[src/rtl/compy_bus_pkg.sv]
// Shared types and constants for the VRAM/CPU memory bus arbiter.
// Holds the FSM state encoding, the bus owner and the default parameters.
package compy_bus_pkg;

    localparam int MEM_AW               = 19;
    localparam int DEF_CPU_STARVE_LIMIT = 4;
    localparam int DEF_MEM_TIMEOUT      = 64;

    localparam logic [MEM_AW-1:0] VRAM_BASE_DEFAULT = 19'h20000;

    typedef enum logic [1:0] {
        IDLE     = 2'd0,
        MEM_WAIT = 2'd1,
        COMPLETE = 2'd2
    } arb_state_t;

    typedef enum logic {
        OWN_VID = 1'b0,
        OWN_CPU = 1'b1
    } owner_t;

endpackage

[src/rtl/mem_watchdog.sv]
// Counts cycles spent waiting on memory and flags the last allowed cycle.
// The count restarts whenever the arbiter is not waiting.
module mem_watchdog #(
    parameter int TIMEOUT = 64
) (
    input  logic clk,
    input  logic reset,
    input  logic active,
    output logic expired
);

    localparam int CW = $clog2(TIMEOUT + 1);

    logic [CW-1:0] wait_cnt_q, wait_cnt_d;

    always_comb begin
        wait_cnt_d = active ? wait_cnt_q + CW'(1) : '0;
        // Fires on the TIMEOUT-th waiting cycle so the request is held exactly TIMEOUT cycles.
        expired    = active && (wait_cnt_q == CW'(TIMEOUT - 1));
    end

    always_ff @(posedge clk) begin
        if (reset) wait_cnt_q <= '0;
        else       wait_cnt_q <= wait_cnt_d;
    end

endmodule

[src/rtl/vram_bus_arbiter.sv]
// Arbitrates one memory port between a video read stream and a CPU master,
// with bounded CPU starvation and a memory-acknowledge watchdog.
module vram_bus_arbiter
    import compy_bus_pkg::*;
#(
    parameter int                CPU_STARVE_LIMIT = DEF_CPU_STARVE_LIMIT,
    parameter int                MEM_TIMEOUT      = DEF_MEM_TIMEOUT,
    parameter logic [MEM_AW-1:0] VRAM_BASE        = VRAM_BASE_DEFAULT
) (
    input  logic              clk,
    input  logic              reset,
    input  logic [7:0]        vid_page,
    input  logic [13:0]       vid_addr,
    input  logic              vid_rd_req,
    output logic              vid_rd_ack,
    output logic [7:0]        vid_data,
    input  logic [15:0]       cpu_addr,
    input  logic [7:0]        cpu_wdata,
    input  logic              cpu_we,
    input  logic              cpu_req,
    output logic              cpu_ack,
    output logic [7:0]        cpu_rdata,
    output logic [MEM_AW-1:0] mem_addr,
    output logic [7:0]        mem_wdata,
    output logic              mem_rd_req,
    output logic              mem_wr_req,
    input  logic              mem_ack,
    input  logic [7:0]        mem_rdata,
    output logic              timeout_err
);

    localparam int SW = ($clog2(CPU_STARVE_LIMIT + 1) < 3) ? 3 : $clog2(CPU_STARVE_LIMIT + 1);
    localparam logic [SW-1:0] STARVE_MAX = SW'(CPU_STARVE_LIMIT);

    arb_state_t        state_q, state_d;
    owner_t            owner_q, owner_d;
    logic              is_wr_q, is_wr_d;
    logic [SW-1:0]     starve_cnt_q, starve_cnt_d;
    logic [MEM_AW-1:0] mem_addr_q, mem_addr_d;
    logic [7:0]        mem_wdata_q, mem_wdata_d;
    logic              mem_rd_req_q, mem_rd_req_d;
    logic              mem_wr_req_q, mem_wr_req_d;
    logic              vid_rd_ack_q, vid_rd_ack_d;
    logic              cpu_ack_q, cpu_ack_d;
    logic [7:0]        vid_data_q, vid_data_d;
    logic [7:0]        cpu_rdata_q, cpu_rdata_d;
    logic              timeout_err_q, timeout_err_d;

    logic              expired;
    logic              cpu_starved;
    logic [7:0]        done_data;
    logic [MEM_AW-1:0] vid_mem_addr;

    mem_watchdog #(.TIMEOUT(MEM_TIMEOUT)) u_watchdog (
        .clk     (clk),
        .reset   (reset),
        .active  (state_q == MEM_WAIT),
        .expired (expired)
    );

    assign vid_mem_addr = VRAM_BASE + MEM_AW'({vid_page, 9'b0}) + MEM_AW'(vid_addr);
    assign cpu_starved  = cpu_req && (starve_cnt_q == STARVE_MAX);
    assign done_data    = mem_ack ? mem_rdata : 8'hFF;

    always_comb begin
        state_d       = state_q;
        owner_d       = owner_q;
        is_wr_d       = is_wr_q;
        starve_cnt_d  = starve_cnt_q;
        mem_addr_d    = mem_addr_q;
        mem_wdata_d   = mem_wdata_q;
        mem_rd_req_d  = mem_rd_req_q;
        mem_wr_req_d  = mem_wr_req_q;
        vid_data_d    = vid_data_q;
        cpu_rdata_d   = cpu_rdata_q;
        vid_rd_ack_d  = 1'b0;
        cpu_ack_d     = 1'b0;
        timeout_err_d = 1'b0;

        case (state_q)
            IDLE: begin
                if (!cpu_req) starve_cnt_d = '0;
                if (vid_rd_req && !cpu_starved) begin
                    state_d      = MEM_WAIT;
                    owner_d      = OWN_VID;
                    is_wr_d      = 1'b0;
                    mem_addr_d   = vid_mem_addr;
                    mem_wdata_d  = 8'h00;
                    mem_rd_req_d = 1'b1;
                    // Only reachable below the limit, so the increment never wraps.
                    if (cpu_req) starve_cnt_d = starve_cnt_q + SW'(1);
                end else if (cpu_req) begin
                    state_d      = MEM_WAIT;
                    owner_d      = OWN_CPU;
                    is_wr_d      = cpu_we;
                    mem_addr_d   = {3'b000, cpu_addr};
                    mem_wdata_d  = cpu_wdata;
                    mem_rd_req_d = !cpu_we;
                    mem_wr_req_d = cpu_we;
                    starve_cnt_d = '0;
                end
            end
            MEM_WAIT: begin
                // A real mem_ack takes priority over a simultaneous expiry.
                if (mem_ack || expired) begin
                    state_d       = COMPLETE;
                    mem_rd_req_d  = 1'b0;
                    mem_wr_req_d  = 1'b0;
                    timeout_err_d = !mem_ack;
                    if (owner_q == OWN_VID) begin
                        vid_rd_ack_d = 1'b1;
                        vid_data_d   = done_data;
                    end else begin
                        cpu_ack_d = 1'b1;
                        if (!is_wr_q) cpu_rdata_d = done_data;
                    end
                end
            end
            COMPLETE: state_d = IDLE;
            default:  state_d = IDLE;
        endcase
    end

    always_ff @(posedge clk) begin
        if (reset) begin
            state_q       <= IDLE;
            owner_q       <= OWN_VID;
            is_wr_q       <= 1'b0;
            starve_cnt_q  <= '0;
            mem_addr_q    <= '0;
            mem_wdata_q   <= '0;
            mem_rd_req_q  <= 1'b0;
            mem_wr_req_q  <= 1'b0;
            vid_rd_ack_q  <= 1'b0;
            cpu_ack_q     <= 1'b0;
            vid_data_q    <= '0;
            cpu_rdata_q   <= '0;
            timeout_err_q <= 1'b0;
        end else begin
            state_q       <= state_d;
            owner_q       <= owner_d;
            is_wr_q       <= is_wr_d;
            starve_cnt_q  <= starve_cnt_d;
            mem_addr_q    <= mem_addr_d;
            mem_wdata_q   <= mem_wdata_d;
            mem_rd_req_q  <= mem_rd_req_d;
            mem_wr_req_q  <= mem_wr_req_d;
            vid_rd_ack_q  <= vid_rd_ack_d;
            cpu_ack_q     <= cpu_ack_d;
            vid_data_q    <= vid_data_d;
            cpu_rdata_q   <= cpu_rdata_d;
            timeout_err_q <= timeout_err_d;
        end
    end

    assign vid_rd_ack  = vid_rd_ack_q;
    assign vid_data    = vid_data_q;
    assign cpu_ack     = cpu_ack_q;
    assign cpu_rdata   = cpu_rdata_q;
    assign mem_addr    = mem_addr_q;
    assign mem_wdata   = mem_wdata_q;
    assign mem_rd_req  = mem_rd_req_q;
    assign mem_wr_req  = mem_wr_req_q;
    assign timeout_err = timeout_err_q;

endmodule

[config.mk]
export PLATFORM = sky130hd
export DESIGN_NAME = vram_bus_arbiter
export DESIGN_NICKNAME = d
export VERILOG_FILES = /design/src/rtl/compy_bus_pkg.sv /design/src/rtl/mem_watchdog.sv /design/src/rtl/vram_bus_arbiter.sv
export SDC_FILE = /design/constraint.sdc
export NUM_CORES = 1
export LEC_CHECK = 0
export CORE_MARGIN = 3
export CORE_UTILIZATION = 25
export CTS_CLUSTER_DIAMETER = 60
export CTS_CLUSTER_SIZE = 10
export DETAILED_ROUTE_END_ITERATION = 8
export GPL_TIMING_DRIVEN = 0
export PLACE_DENSITY = 0.54
export SYNTH_ARGS = -nofsm -noshare
export SYNTH_HDL_FRONTEND = slang
export SYNTH_HIERARCHICAL = 1
export SYNTH_SLANG_ARGS = --single-unit
[constraint.sdc]
create_clock -name clk -period 2.2 [get_ports clk]
set_input_delay 0.44 -clock clk [delete_from_list [all_inputs] [get_ports clk]]
set_output_delay 0.44 -clock clk [all_outputs]
set_load 0.01 [all_outputs]
==> results_dict.tcl <==
set metrics [dict create \
    die_h_um 112 \
    grt_antenna_before_repair 0 \
    p_leak_uw 0.00155 \
    seqPwrFrac_pct 42.9 \
    fin_crit_ns 2.08 \
    rsz0062_at_grt "false" \
    clkSinkCount 62 \
    grt_pass1_vias 2671 \
    row_count 38 \
    cp_max_fo 3 \
    grt_max_degree 13 \
    drt_iter0_drc 98 \
    core_um2 10900 \
    powerDensity_nw_per_um2 672 \
    crit_buf_inv 1 \
    grt.total_usage_pct 13.7 \
    status "complete, no violations" \
    dr.pass1.iters 4 \
    area_delta_synth_final_pct 52.7 \
    clk_pin_slew_worst_paths_ns 0.07 \
    drive_above_1_share_pct 12.2 \
    start_util_pct 25.8 \
    cts_tree "yes" \
    portBuffers 106 \
    vias_per_cell 4.77 \
    wl_mm 8.53 \
    clk_latency_ns 0.34 \
    ys_ff_latch 62 \
    cap_violations 0 \
    final_hold_viol_count 0 \
    synthArstFlopShare_pct 0 \
    combPwrFrac_pct 21.6 \
    dp_hpwl_mm 6.32 \
    max_freq_mhz 482 \
    vias 2706 \
    clockRootBuffer "clkbuf_8" \
    htree_levels 3 \
    max_stage_delay_ns 0.43 \
    switchingPower_uw 829 \
    die_x_um 112 \
    finClkSkew_ns 0.0106 \
    setup_viol 0 \
    synthFlopType "dfxtp_1" \
    hp-class "flip-flop to flip-flop" \
    worstPathArrival_ns 2.34 \
    switching_share_pct 28.8 \
    clock_power_share_pct 35.5 \
    drv_slew 0 \
    place_inst 548 \
    synth_edf_count 0 \
    layout_common_cells "clkdlybuf4s50_1 (106), dfxtp_1 (60), nor2_1 (52)" \
    crit_path_end_kind "flip-flop" \
    worst_pin_slew_ns 0.551 \
    overflow 0 \
    gp_congestion 0.781 \
    start_kind "input pin" \
    synth_fp_nets 371 \
    timing.final.crit_share_pct 94.4 \
    ant_nets 0 \
    cpLargestDelayFamily "compound AO/OA/AOI/OAI gates" \
    io_pins 108 \
    synth_cells 302 \
    syn_area_um2 2810 \
    cts_buffers 9 \
    worst_ep_required_time_ns 2.46 \
    grt_pass1_wl_mm 13.8 \
    yosysWarnings 6 \
    wl_per_cell_um 15.0 \
    cp_slowest_cell "fa_1" \
    post-route-drc-count 0 \
    fin_cells 567 \
    final_util_pct 39.4 \
    intPower_uw 2050 \
    antennaDiodeCount 0 \
    ys_types 58 \
    dieArea_um2 12500 \
    totalPowerFinal_uw 2880 \
    syn_area_per_cell_um2 9.30 \
    layout.nets 491 \
    filler_cell_count 1098 \
    worstSetupPathType "input pin to flip-flop" \
    crit_chain "clkdlybuf4s50_1, ha_1, fa_1, a211oi_1, o21ba_2, o21ai_0, a21oi_1" \
    vdd_drop_max_mv 0.294 \
    layout_commonest_cell "clkdlybuf4s50_1" \
    cts.path.max_buffers 2 \
    ys_seq_area_share_pct 44.2 \
    slew_headroom_pct 63.3 \
]
-- worst paths after layout --
kind	endpoint	slack, ns	start	cells past startpoint
max reg2reg	cpu_rdata[6]	0.24	u_watchdog/wait_cnt_q[0]	8
max	mem_addr[17]	0.12	vid_page[0]	7
min	mem_addr[17]	0.46	mem_addr[17]	2
min reg2reg	mem_addr[17]	0.46	mem_addr[17]	2
-- synth_stat cells, types with 2 or more instances --
master / n / area share (%)
nand3_2: 2 / 0.71
a222oi_1: 8 / 2.9
a21oi_1: 8 / 1.4
nand2_1: 7 / 0.94
a2bb2oi_1: 9 / 2.8
dfxtp_1: 62 / 44
nand3_1: 16 / 2.9
a211oi_1: 18 / 4.8
nand2b_1: 2 / 0.45
or3_1: 4 / 0.89
a21o_1: 5 / 1.3
xor2_1: 3 / 0.94
ha_1: 8 / 3.6
o21ai_0: 9 / 1.6
nor2_4: 2 / 0.80
nor4_1: 3 / 0.67
and2_1: 4 / 0.89
buf_1: 2 / 0.27
nor2_1: 53 / 7.1
inv_1: 5 / 0.67
clkbuf_1: 7 / 0.94
o21a_1: 2 / 0.53
a211oi_2: 2 / 0.89
nor3_1: 6 / 1.1
nor2b_1: 9 / 2.0
buf_4: 3 / 0.80
o211ai_1: 4 / 1.1
o221a_2: 2 / 0.80
buf_2: 4 / 0.71
o221ai_1: 4 / 1.2
nand4_1: 2 / 0.45
-- metrics by stage --
step                      hold slack [ns]  setup slack (ns)  setup TNS (ns)  cell area (µm²)
after global placement              0.445            -0.350          -10.22             4040
after global routing                0.493            0.0212               0             4290
after CTS                           0.465            0.0257               0             4280
after detailed placement            0.453            -0.324           -9.45             4040
after floorplan                     0.429             0.211               0             2810
final                               0.458             0.124               0             4290
-- registers in the layout, summed over array words and instances, names as in the netlist --
name and flops:
state_q 2, cpu_rdata 8, is_wr_q 1, u_watchdog/wait_cnt_q 7, timeout_err 1, mem_wdata 8, mem_addr 19, vid_data 8
owner_q 1, mem_rd_req 1, cpu_ack 1, vid_rd_ack 1, mem_wr_req 1, starve_cnt_q 3
-- kinds of logic after synthesis --
family                     Yosys count  share of synthesized area (%)
and+or+nand+nor                    120                           22.6
AOI/OAI and AO/OA                   82                           23.0
DFF                                 62                           44.2
buffers and inverters               23                           3.92
adders and majority gates            9                           4.28
xor gates and xnor gates             4                           1.25
muxes                                2                          0.758
-- tightest hold or removal path, stage by stage (launching register included) --
cell	delay (ns)
dfxtp_1	0.31
nand2_1	0.05
a21oi_1	0.05
-- cell type report --
class / instances / area [µm²] / share of cell area (%)
plain buffers: 17 / 91.3 / 2.13
clock buffers: 9 / 124 / 2.89
clock inverters: 7 / 72.6 / 1.69
inverters: 6 / 22.5 / 0.525
multi-input cells: 217 / 1470 / 34.4
flip-flops and latches: 62 / 1240 / 29.0
well taps: 140 / 175 / 4.09
repair buffers: 109 / 1080 / 25.3
-- repair_timing --
action	in CTS	in global routing
hold endpoints to repair	0	0
setup endpoints to repair	10	37
gates resized for setup	3	6
pin swaps	2	2
buffers inserted	3	0
hold buffers	0	0
-- power groups by stage --
stage	Combinational (µW)	Clock (µW)	Sequential [µW]
6_report	622	1020	1240
5_1_grt	681	1110	1250
4_1_cts	629	1070	1240
3_5_place_dp	621	0	1260
3_3_place_gp	617	0	1260
2_1_floorplan	279	0	1280
-- layer usage --
metal  GRT usage [%]  vias up  part of all wire, %
met5               0        -                    0
li1                -     1355                    -
met4            2.40        0                 0.69
met2            21.7       79                   46
met1            17.8     1267                   46
met3            5.49        5                  6.7
Note: power is estimated with default switching activity, not from simulation.
==> edit (config.mk and constraints unchanged) <==
Remove the register `timeout_err_q`: a continuous assignment takes its place, so the output `timeout_err` follows one clock earlier.
--- a/src/rtl/vram_bus_arbiter.sv
+++ b/src/rtl/vram_bus_arbiter.sv
@@ -136,5 +136,4 @@
             vid_data_q    <= '0;
             cpu_rdata_q   <= '0;
-            timeout_err_q <= 1'b0;
         end else begin
             state_q       <= state_d;
@@ -150,7 +149,8 @@
             vid_data_q    <= vid_data_d;
             cpu_rdata_q   <= cpu_rdata_d;
-            timeout_err_q <= timeout_err_d;
         end
     end
+
+    assign timeout_err_q = timeout_err_d;
 
     assign vid_rd_ack  = vid_rd_ack_q;
Behaviour: same outputs for any inputs over 10 cycles, from zero or initial values and one cycle with reset high; that may be too few to reach the edited logic, so the function may still have changed.
==> edit against the unedited design <==
  * Fmax fell by 1.8%
  * Sequential cell count fell by 1
  * Synthesized cell count fell by 5.6%
  * Total power is 3.8% higher
  * Highest routed layer unchanged
  * Cell area about the same
  * Worst hold slack better by 0.0075 ns
  * Worst setup slack got worse by 0.038 ns
  * Largest power group is now the clock network
  * Global-route usage shrank 0.30 points
  * Clock skew fell by 0.0039 ns
  * Synthesized area shrank 3.2%
  * Sequential share of layout area is 0.48 points lower
  * Routed wire length is 3.4% lower
==> edit: results (changes against the unedited design) <==
Signal buf overhead=27.0% (-0.39 points); Worst IR Drop VDD=0.234 mV (-20%); GR Util met2=21.1% (-0.64 points); Min-Delay Endpoint=u_watchdog/wait_cnt_q[0]$_SDFF_PP0_; synthesized instance count=285 (-5.6%); Clock buf/inv share=5.57% (+0.99 points); PortBufs=107 (+0.94%); pre-CTS setup slack=-0.328 ns (-0.00384 ns); largest net degree at the start of global routing=12 (-1); cell area after layout=4290 µm² (about the same); fraction of area in registers=28.5% (-0.48 points); Leakage=0.00160 µW (+3.1%); placed cell area=3960 µm² (-2.1%); r2r setup slk=0.18 ns (-0.06 ns); placed cell count=528 (-3.6%); HPWL Detailed=6.25 mm (-1.1%); Yosys reg bits=61 (-1.6%); multi-input combinational area share=34.1% (-0.27 points); status=complete, no violations; met3 usage=2.74% (-2.8 points); first-pass GRT wire length=12.6 mm (-8.8%); Clock Buffer Count=10 (+1); Critical R2R Launch=u_watchdog/wait_cnt_q[1]$_SDFF_PP0_; Worst-Margin Slew=0.577 ns (+0.0260 ns); synth cell count leaders=61 x dfxtp_1, 41 x nor2_1, 20 x a211oi_1; max incr delay on CP=0.38 ns (-0.05 ns); Vias/cell=4.76 (-0.24%); met2 WL post-DR=3.80 mm (-3.9%); multi-input gates=204 (-6.0%); crit-path max FO=4 (+1); fmax=473 MHz (-1.8%); 1st-iter DRT viols=103 (+5.1%); final net count=476 (-3.1%); Crit path arrival time=1.67 ns (-0.67 ns); share of layout cells above drive strength 1=12.6% (+0.44 points); crit path capture=timeout_err; smallest hold slack=0.465 ns (+0.00747 ns); syn_nets=354 (-4.6%)
edit: cell types whose count changed after synthesis, sizes merged, moves of 3 or more:
cell     unedited run  this run
a21boi              0         3
a21o                5         9
a222oi              8         3
a22o                0        14
a2bb2oi             9         1
clkbuf              7         3
inv                 5         8
nand2               8        11
nand3              18         7
nor2               55        42
nor3                7         4
or2                 1         4
edit: cell families (layout without fill, tap and decap cells):
logic type	after synthesis	count (layout)	share of synthesized area (%)
xor+xnor	4	4	1.29
compound gates	88	88	24.9
mux	1	1	0.368
simple gates	102	102	20.7
fa+ha+maj	9	9	4.42
buf+inv	20	147	3.41
flops	61	61	44.9
edit: repair_timing:
| item | CTS | global route |
|---|---|---|
| setup buffers | 1 | 3 |
| endpoints found under the setup margin | 17 | 15 |
| pin swaps | 2 | 2 |
| resized for setup | 11 | 9 |
edit: where the power goes:
group,leakage [µW],internal (µW),switching [µW]
Clock,0.000116,753,462
Sequential,0.000499,1170,41.2
Combinational,0.000980,306,257
Total,0.00160,2230,760
